[config.mk]
export PLATFORM = sky130hd
export DESIGN_NAME = universal_register
export DESIGN_NICKNAME = d
export VERILOG_FILES = /design/src/rtl/universal_register_pkg.sv /design/src/rtl/ureg_step.sv /design/src/rtl/universal_register.sv
export SDC_FILE = /design/constraint.sdc
export NUM_CORES = 1
export LEC_CHECK = 0
export ABC_AREA = 1
export CAP_MARGIN = 20
export CORE_ASPECT_RATIO = 0.6
export CORE_MARGIN = 4
export CORE_UTILIZATION = 40
export CTS_BUF_LIST = sky130_fd_sc_hd__clkbuf_4 sky130_fd_sc_hd__clkbuf_8
export DETAILED_ROUTE_END_ITERATION = 10
export GPL_ROUTABILITY_DRIVEN = 0
export PLACE_DENSITY = 0.7
export SYNTH_ARGS = -nofsm -noshare
export SYNTH_HDL_FRONTEND = slang
export SYNTH_SLANG_ARGS = --single-unit
export TNS_END_PERCENT = 5
[constraint.sdc]
create_clock -name clk -period 2.2 [get_ports clk]
set_input_delay 0.22 -clock clk [delete_from_list [all_inputs] [get_ports clk]]
set_output_delay 0.22 -clock clk [all_outputs]
set_load 0.02 [all_outputs]
[src/rtl/universal_register_pkg.sv]
// Shared encodings for the universal register: operation modes and sequencer states.
package universal_register_pkg;

    localparam logic [2:0] MODE_HOLD  = 3'b000;
    localparam logic [2:0] MODE_LOAD  = 3'b001;
    localparam logic [2:0] MODE_SHL   = 3'b010;
    localparam logic [2:0] MODE_SHR   = 3'b011;
    localparam logic [2:0] MODE_ROTL  = 3'b100;
    localparam logic [2:0] MODE_ROTR  = 3'b101;
    localparam logic [2:0] MODE_CLR   = 3'b110;
    localparam logic [2:0] MODE_HOLD2 = 3'b111;

    typedef enum logic {
        ST_IDLE,
        ST_RUN
    } state_t;

    // Only the four shift/rotate modes are worth repeating as a multi-step run.
    function automatic logic isShiftMode(input logic [2:0] m);
        return (m == MODE_SHL) || (m == MODE_SHR) ||
               (m == MODE_ROTL) || (m == MODE_ROTR);
    endfunction

endpackage

[src/rtl/ureg_step.sv]
// Combinational one-step next value of the universal register for a given mode.
module ureg_step
    import universal_register_pkg::*;
#(
    parameter int WIDTH = 32
) (
    input  logic [WIDTH-1:0] i_q,
    input  logic [2:0]       i_mode,
    input  logic [WIDTH-1:0] i_d,
    input  logic             i_sinL,
    input  logic             i_sinR,
    output logic [WIDTH-1:0] o_next
);

    always_comb begin
        o_next = i_q;
        case (i_mode)
            MODE_LOAD: o_next = i_d;
            MODE_SHL:  o_next = {i_q[WIDTH-2:0], i_sinR};
            MODE_SHR:  o_next = {i_sinL, i_q[WIDTH-1:1]};
            MODE_ROTL: o_next = {i_q[WIDTH-2:0], i_q[WIDTH-1]};
            MODE_ROTR: o_next = {i_q[0], i_q[WIDTH-1:1]};
            MODE_CLR:  o_next = '0;
            default:   o_next = i_q;
        endcase
    end

endmodule

[src/rtl/universal_register.sv]
// WIDTH-bit universal register with single-step ops and a multi-step shift/rotate
// sequencer; all state changes on the falling edge of clk.
module universal_register
    import universal_register_pkg::*;
#(
    parameter int WIDTH = 32,
    parameter int CNT_W = $clog2(WIDTH) + 1
) (
    input  logic             clk,
    input  logic             rst,
    input  logic             en,
    input  logic [2:0]       mode,
    input  logic [WIDTH-1:0] d,
    input  logic             sin_l,
    input  logic             sin_r,
    input  logic [CNT_W-1:0] amt,
    input  logic             start,
    output logic [WIDTH-1:0] q,
    output logic             sout_l,
    output logic             sout_r,
    output logic             busy,
    output logic             done
);

    localparam logic [CNT_W-1:0] MAX_STEPS = CNT_W'(WIDTH);

    state_t           r_state;
    logic [WIDTH-1:0] r_q;
    logic [CNT_W-1:0] r_cnt;
    logic [2:0]       r_latchedMode;
    logic             r_busy;
    logic             r_done;

    logic [2:0]       w_stepMode;
    logic [WIDTH-1:0] w_next;
    logic [CNT_W-1:0] w_amtClamped;

    // In RUN the step unit must see the captured mode, not whatever is on the pins.
    assign w_stepMode   = (r_state == ST_RUN) ? r_latchedMode : mode;
    assign w_amtClamped = (amt > MAX_STEPS) ? MAX_STEPS : amt;

    ureg_step #(
        .WIDTH (WIDTH)
    ) u_step (
        .i_q    (r_q),
        .i_mode (w_stepMode),
        .i_d    (d),
        .i_sinL (sin_l),
        .i_sinR (sin_r),
        .o_next (w_next)
    );

    always_ff @(negedge clk or negedge rst) begin
        if (!rst) begin
            r_state       <= ST_IDLE;
            r_q           <= '0;
            r_cnt         <= '0;
            r_latchedMode <= MODE_HOLD;
            r_busy        <= 1'b0;
            r_done        <= 1'b0;
        end else begin
            r_done <= 1'b0;
            case (r_state)
                ST_IDLE: begin
                    if (start) begin
                        if (isShiftMode(mode) && (amt != '0)) begin
                            r_latchedMode <= mode;
                            r_cnt         <= w_amtClamped;
                            r_state       <= ST_RUN;
                            r_busy        <= 1'b1;
                        end else begin
                            r_q    <= w_next;
                            r_done <= 1'b1;
                        end
                    end else if (en) begin
                        r_q <= w_next;
                    end
                end
                ST_RUN: begin
                    r_q   <= w_next;
                    r_cnt <= r_cnt - CNT_W'(1);
                    if (r_cnt == CNT_W'(1)) begin
                        r_state <= ST_IDLE;
                        r_busy  <= 1'b0;
                        r_done  <= 1'b1;
                    end
                end
                default: begin
                    r_state <= ST_IDLE;
                    r_busy  <= 1'b0;
                end
            endcase
        end
    end

    assign q      = r_q;
    assign sout_l = r_q[WIDTH-1];
    assign sout_r = r_q[0];
    assign busy   = r_busy;
    assign done   = r_done;

endmodule

==> out/results.ini, run 1 <==
[sta]
holdWs_ps=462
setup_slack_ps=-173
rsz0062_at_grt=yes
worst-slew-pin-transition_ps=340
setup_violations=18
drv_slew=0
skew_ps=7.32
relSlewSlack_pct=77.3
hold_viol=0

[floorplanning]
ios=83
num_rows=22
dieArea_um2=8230
dieWidth_um=114
start_util_pct=42.8
core-area_um2=6360
fp.dieH_um=71.9

[routing]
drc=0
viasPerCell=5.16
avgRoutedWirePerCell_um=15.6
vias=3231
dr.pass1.iters=5
drt_iter0_drc=262
totalWireLength_mm=9.79
ant_nets=0

[critical_path]
max_stage_delay_ps=580
reg2reg_to=q[25]
crit_chain=buf_6
arrival_ps=2150
critPathTopFamily=flip-flops
ff2ff_path_depth=10
cpMaxStageDelayCell=dfrtn_1
cp-end-kind=output pin
path_max_fanout=3
critPathBufInv=1
required_ps=1980
r2r_start=r_state
r2r_setup_slack_ps=360
startpoint_type=flop
path_class=flop to output pin

[power_and_ir_drop]
power.leakage_nw=2.32
ir_drop_v=0.000546
powerDensity_nw_per_um2=846

[cts]
cts_root_buf=clkbuf_8
cts_tree=built
hold_buffers=0
clk_latency_ps=310
cts.sinks=44
cts.path.max_buffers=2
cts_max_level=2
clk_pin_slew_ps=70
cts_buffers=5

[placement]
post-place-ws_ps=-786
portBuffers=82
dp_hpwl_mm=6.20

[global_routing]
grt_max_degree=45
use_met1_pct=35.1
met3_usage_pct=4.98
met2_usage_pct=32.4
grt_pass1_wl_mm=15.2
groute.usage.overall_pct=22.8
gr-total-overflow=0
antenna_found_initial=0
grt_pass1_vias=3102
busiest_layer=met1

[synth]
synthCells=405
ys_ff_latch=44
synth_area_um2=2720
ys_types=22
yosys_warnings=0
yosysSeqAreaShare_pct=40.5
synth_area_per_cell_um2=6.72
synth_fp_nets=454

[worst_hold_path]
hold_start=busy
hold_class=flop to flop
hold_depth=2
min_to=busy

[layout]
drive_gt1_share_pct=32.1
finalNetCount=590
syn_to_final_growth_pct=65.3
diodes=0

[job]
drv_cap=0

[outcome]
status=complete, but fails checks
failed_checks=negative setup slack

[layout by cell type (no fill, tap or decap), drive strengths merged, types with 2 or more instances in the layout]
cell type and n:
dfrtn 44, ha 2, xor2 3, buf 110, nand2 205, nor2 17
inv 22, clkdlybuf4s50 34, nand3 78, o211ai 3, clkbuf 7, o21ai 5
[state kept, by name, summed over array words and instances (netlist names)]
signal,cells
busy,1
done,1
q,32
r_cnt,6
r_latchedMode,3
r_state,1
[worst max path at each step]
stage            start  endpoint  slack [ps]  cells after the start
6_report         q[31]     q[31]        -170                      1
5_1_grt          q[31]     q[31]        -190                      1
4_1_cts          q[31]     q[31]        -180                      1
3_5_place_dp   mode[1]      q[5]        -790                     11
3_3_place_gp   mode[1]     q[18]        -740                     11
2_1_floorplan   amt[3]      q[0]           2                      7
[routing by layer]
layer  wire (µm)  part of all wire [%]
met1        4600                    47
met2        4230                    43
met4          68                  0.69
met5           0                     0
met3         893                   9.1
[report_power, final]
part / switching, mW / leakage, nW / internal, mW
Clock: 0.316 / 0.0548 / 0.343
Sequential: 0.172 / 0.551 / 1.02
Combinational: 0.982 / 1.72 / 0.974
Total: 1.47 / 2.32 / 2.33
[logic make-up after synthesis]
family	count (synthesis)	synth area share, %
AOI/OAI and AO/OA	11	2.44
and+or+nand+nor	303	46.8
DFF	44	40.5
buffers and inverters	42	8.42
xor gates and xnor gates	3	0.966
adders and majority gates	2	0.920
[cell usage after synthesis (all sizes together)]
cell / number / area [µm²]
a21oi: 1 / 5.00
nand4: 1 / 6.26
a31oi: 1 / 6.26
nand3b: 1 / 7.51
dfrtn: 44 / 1100
o21ai: 5 / 25.0
nand2: 205 / 782
o21a: 1 / 7.51
nor2: 17 / 63.8
xor2: 3 / 26.3
nand3: 78 / 408
o211ai: 3 / 22.5
ha: 2 / 25.0
nor3: 1 / 5.00
inv: 20 / 75.1
buf: 22 / 154
[worst register-to-register path, delay by kind of cell (launching register included)]
family / cells / cell delay (ps)
buf+inv: 3 / 630
simple gates: 7 / 650
flops: 1 / 420
[per-stage QoR]
stage	utilization (%)	instance area, µm²	setup TNS, ps	instances	power [mW]
final	70.7	4500	-624	626	3.81
after global routing	70.7	4500	-2180	626	4.03
after CTS	66.7	4240	-616	623	3.65
after detailed placement	62.0	3950	-35950	604	2.88
after global placement	62.0	3950	-34760	604	2.85
after floorplan	-	2730	0	405	1.93
[repair_timing]
action / CTS / global route
cloned: 5 / 2
setup buffers: 6 / 1
endpoints found under the hold margin: 0 / 0
endpoints found under the setup margin: 80 / 72
pin swaps: 12 / 17
gates resized for setup: 266 / 67
[final cells by class]
type	count	area, µm²
Tap cell	84	105
Clock inverter	3	46.3
Timing Repair inverter	2	27.5
Sequential cell	44	1100
Fill cell	522	1860
Inverter	20	101
Multi-Input combinational cell	319	1590
Clock buffer	5	68.8
Timing Repair Buffer	149	1460
(Power assumes the default switching activity.)
==> run 2: changes to the inputs <==
--- a/config.mk
+++ b/config.mk
@@ -11,6 +11,7 @@
 export CORE_MARGIN = 4
 export CORE_UTILIZATION = 40
 export CTS_BUF_LIST = sky130_fd_sc_hd__clkbuf_4 sky130_fd_sc_hd__clkbuf_8
+export CTS_CLUSTER_SIZE = 10
 export DETAILED_ROUTE_END_ITERATION = 10
 export GPL_ROUTABILITY_DRIVEN = 0
 export PLACE_DENSITY = 0.7
==> results of run 2 <==
The final DEF is identical to that of run 1; final timing and power are the same.
==> run 3: changes to the inputs <==
--- a/config.mk
+++ b/config.mk
@@ -15,6 +15,7 @@
 export DETAILED_ROUTE_END_ITERATION = 10
 export GPL_ROUTABILITY_DRIVEN = 0
 export PLACE_DENSITY = 0.7
+export REMOVE_ABC_BUFFERS = 1
 export SYNTH_ARGS = -nofsm -noshare
 export SYNTH_HDL_FRONTEND = slang
 export SYNTH_SLANG_ARGS = --single-unit
==> run 3 against run 2 <==
Net effect:
- the flow still finishes with violations (negative setup slack)
- power grew 5.6%
- clock power grew 3.0%
- sequential share of layout area shrank 1.6 points
- die area is the same
- first-iteration DRC count grew 60%
- core utilization grew 5.1 points
- register-to-register slack is essentially flat
- flip-flop and latch count is the same
- critical path type is now primary input to flop
==> out/results.ini, run 3 (synthesis gave the netlist of run 1 again) <==
[global_routing]
grt_pass1_wl_mm=14.8
grt_pass1_vias=3138
antenna_found_initial=0
gr-total-overflow=0
groute.usage.overall_pct=22.2
grt_max_degree=45

[placement]
placed_cells=607
place_area_um2=3990
post-place-ws_ps=-685
dp_hpwl_mm=6.00
portBuffers=82

[cts]
cts_max_level=2
clk_pin_slew_ps=60
cts.sinks=44
cts.path.max_buffers=2
clk_latency_ps=300
cts_tree=built
cts_buffers=5
hold_buffers=0
cts_root_buf=clkbuf_8

[routing]
ant_nets=0
drc=0
avgRoutedWirePerCell_um=18.3
totalWireLength_mm=11.7
vias=3525
dr.pass1.iters=7
drt_iter0_drc=418
viasPerCell=5.50

[sta]
worst-slew-pin-transition_ps=369
relSlewSlack_pct=75.3
holdWs_ps=464
skew_ps=8.54
setup_violations=47
rsz0062_at_grt=yes
hold_viol=0
setup_slack_ps=-129
drv_slew=0
fin_tns_setup_ps=-1860

[critical_path]
ff2ff_path_depth=11
cp-end-kind=flop
crit_start=mode[0]
reg2reg_to=q[30]
startpoint_type=primary input
path_class=primary input to flop
crit_end=q[30]
path_max_fanout=16
required_ps=1250
r2r_setup_slack_ps=360
arrival_ps=1380
r2r_start=r_state

[layout]
design_area_um2=4820
drive_gt1_share_pct=35.9
syn_to_final_growth_pct=77.1
finalNetCount=605
diodes=0
final_common_cell=nand2_1
final_cell_mix=167 x nand2_1, 67 x nand3_1, 63 x buf_4, 44 x dfrtn_1, 40 x buf_6
final_util_pct=75.8
largest_reg_flops=32
fin_cells=641

[floorplanning]
dieWidth_um=114
fp.dieH_um=71.9
core-area_um2=6360
ios=83
dieArea_um2=8230
num_rows=22
start_util_pct=42.8

[power_and_ir_drop]
power_switching_mw=1.57
finalPower_mw=4.02
ir_drop_v=0.000494
comb_power_share_pct=53.4
pwr-share-seq_pct=29.7
internal_power_mw=2.45
p_sw_share_pct=39.1
power.leakage_nw=2.50
powerDensity_nw_per_um2=834
clock_power_share_pct=16.9

[worst_hold_path]
hold_depth=2
hold_class=flop to flop

[job]
drv_cap=0

[outcome]
status=complete, but fails checks
failed_checks=negative setup slack

[run 3: timing repair]
| action | 4_1_cts | 5_1_grt |
|---|---|---|
| pin swaps | 12 | 29 |
| buffers inserted | 11 | 4 |
| resized for setup | 220 | 126 |
| cloned | 2 | 9 |
| endpoints found under the setup margin | 80 | 74 |
[run 3: critical path: stages]
cell	delay, ps
buf_8	90
inv_4	40
nand2_2	80
nand2_2	70
buf_6	130
nand3_4	120
nand2_8	90
buf_12	160
nand2_1	80
nand3_1	100
nand2_1	120
nand2_1	70
[run 3: worst min-delay path by stage]
stage	from	to	slack [ps]
CTS	r_cnt[5]	r_cnt[5]	460
floorplan	r_latchedMode[0]	r_latchedMode[0]	440
finish	r_cnt[5]	r_cnt[5]	460
detailed placement	r_cnt[5]	r_cnt[5]	460
global route	r_cnt[4]	r_cnt[4]	510
global placement	r_cnt[5]	r_cnt[5]	460
[run 3: layer usage]
metal / share of wire (%) / vias to the layer above / GRT usage [%]
met4: 3.7 / 0 / 5.67
met3: 11 / 50 / 4.47
li1: - / 1591 / -
met5: 0 / - / 0
met1: 41 / 1653 / 32.2
met2: 45 / 231 / 33.7
[run 3: power groups by stage]
| stage | clock (mW) | combinational (mW) | sequential [mW] |
|---|---|---|---|
| floorplan | 0 | 0.419 | 1.45 |
| global placement | 0 | 1.70 | 1.16 |
| detailed placement | 0 | 1.73 | 1.15 |
| CTS | 0.681 | 1.76 | 1.16 |
| global route | 0.720 | 2.28 | 1.21 |
| finish | 0.679 | 2.15 | 1.20 |
[run 3: final cells by class]
class	count	area [µm²]
inverter	20	95.1
sequential	44	1100
timing repair buffer	166	1750
tap	84	105
clock inverter	2	38.8
clock buffer	6	82.6
multi-input combinational	319	1650
fill	405	1540
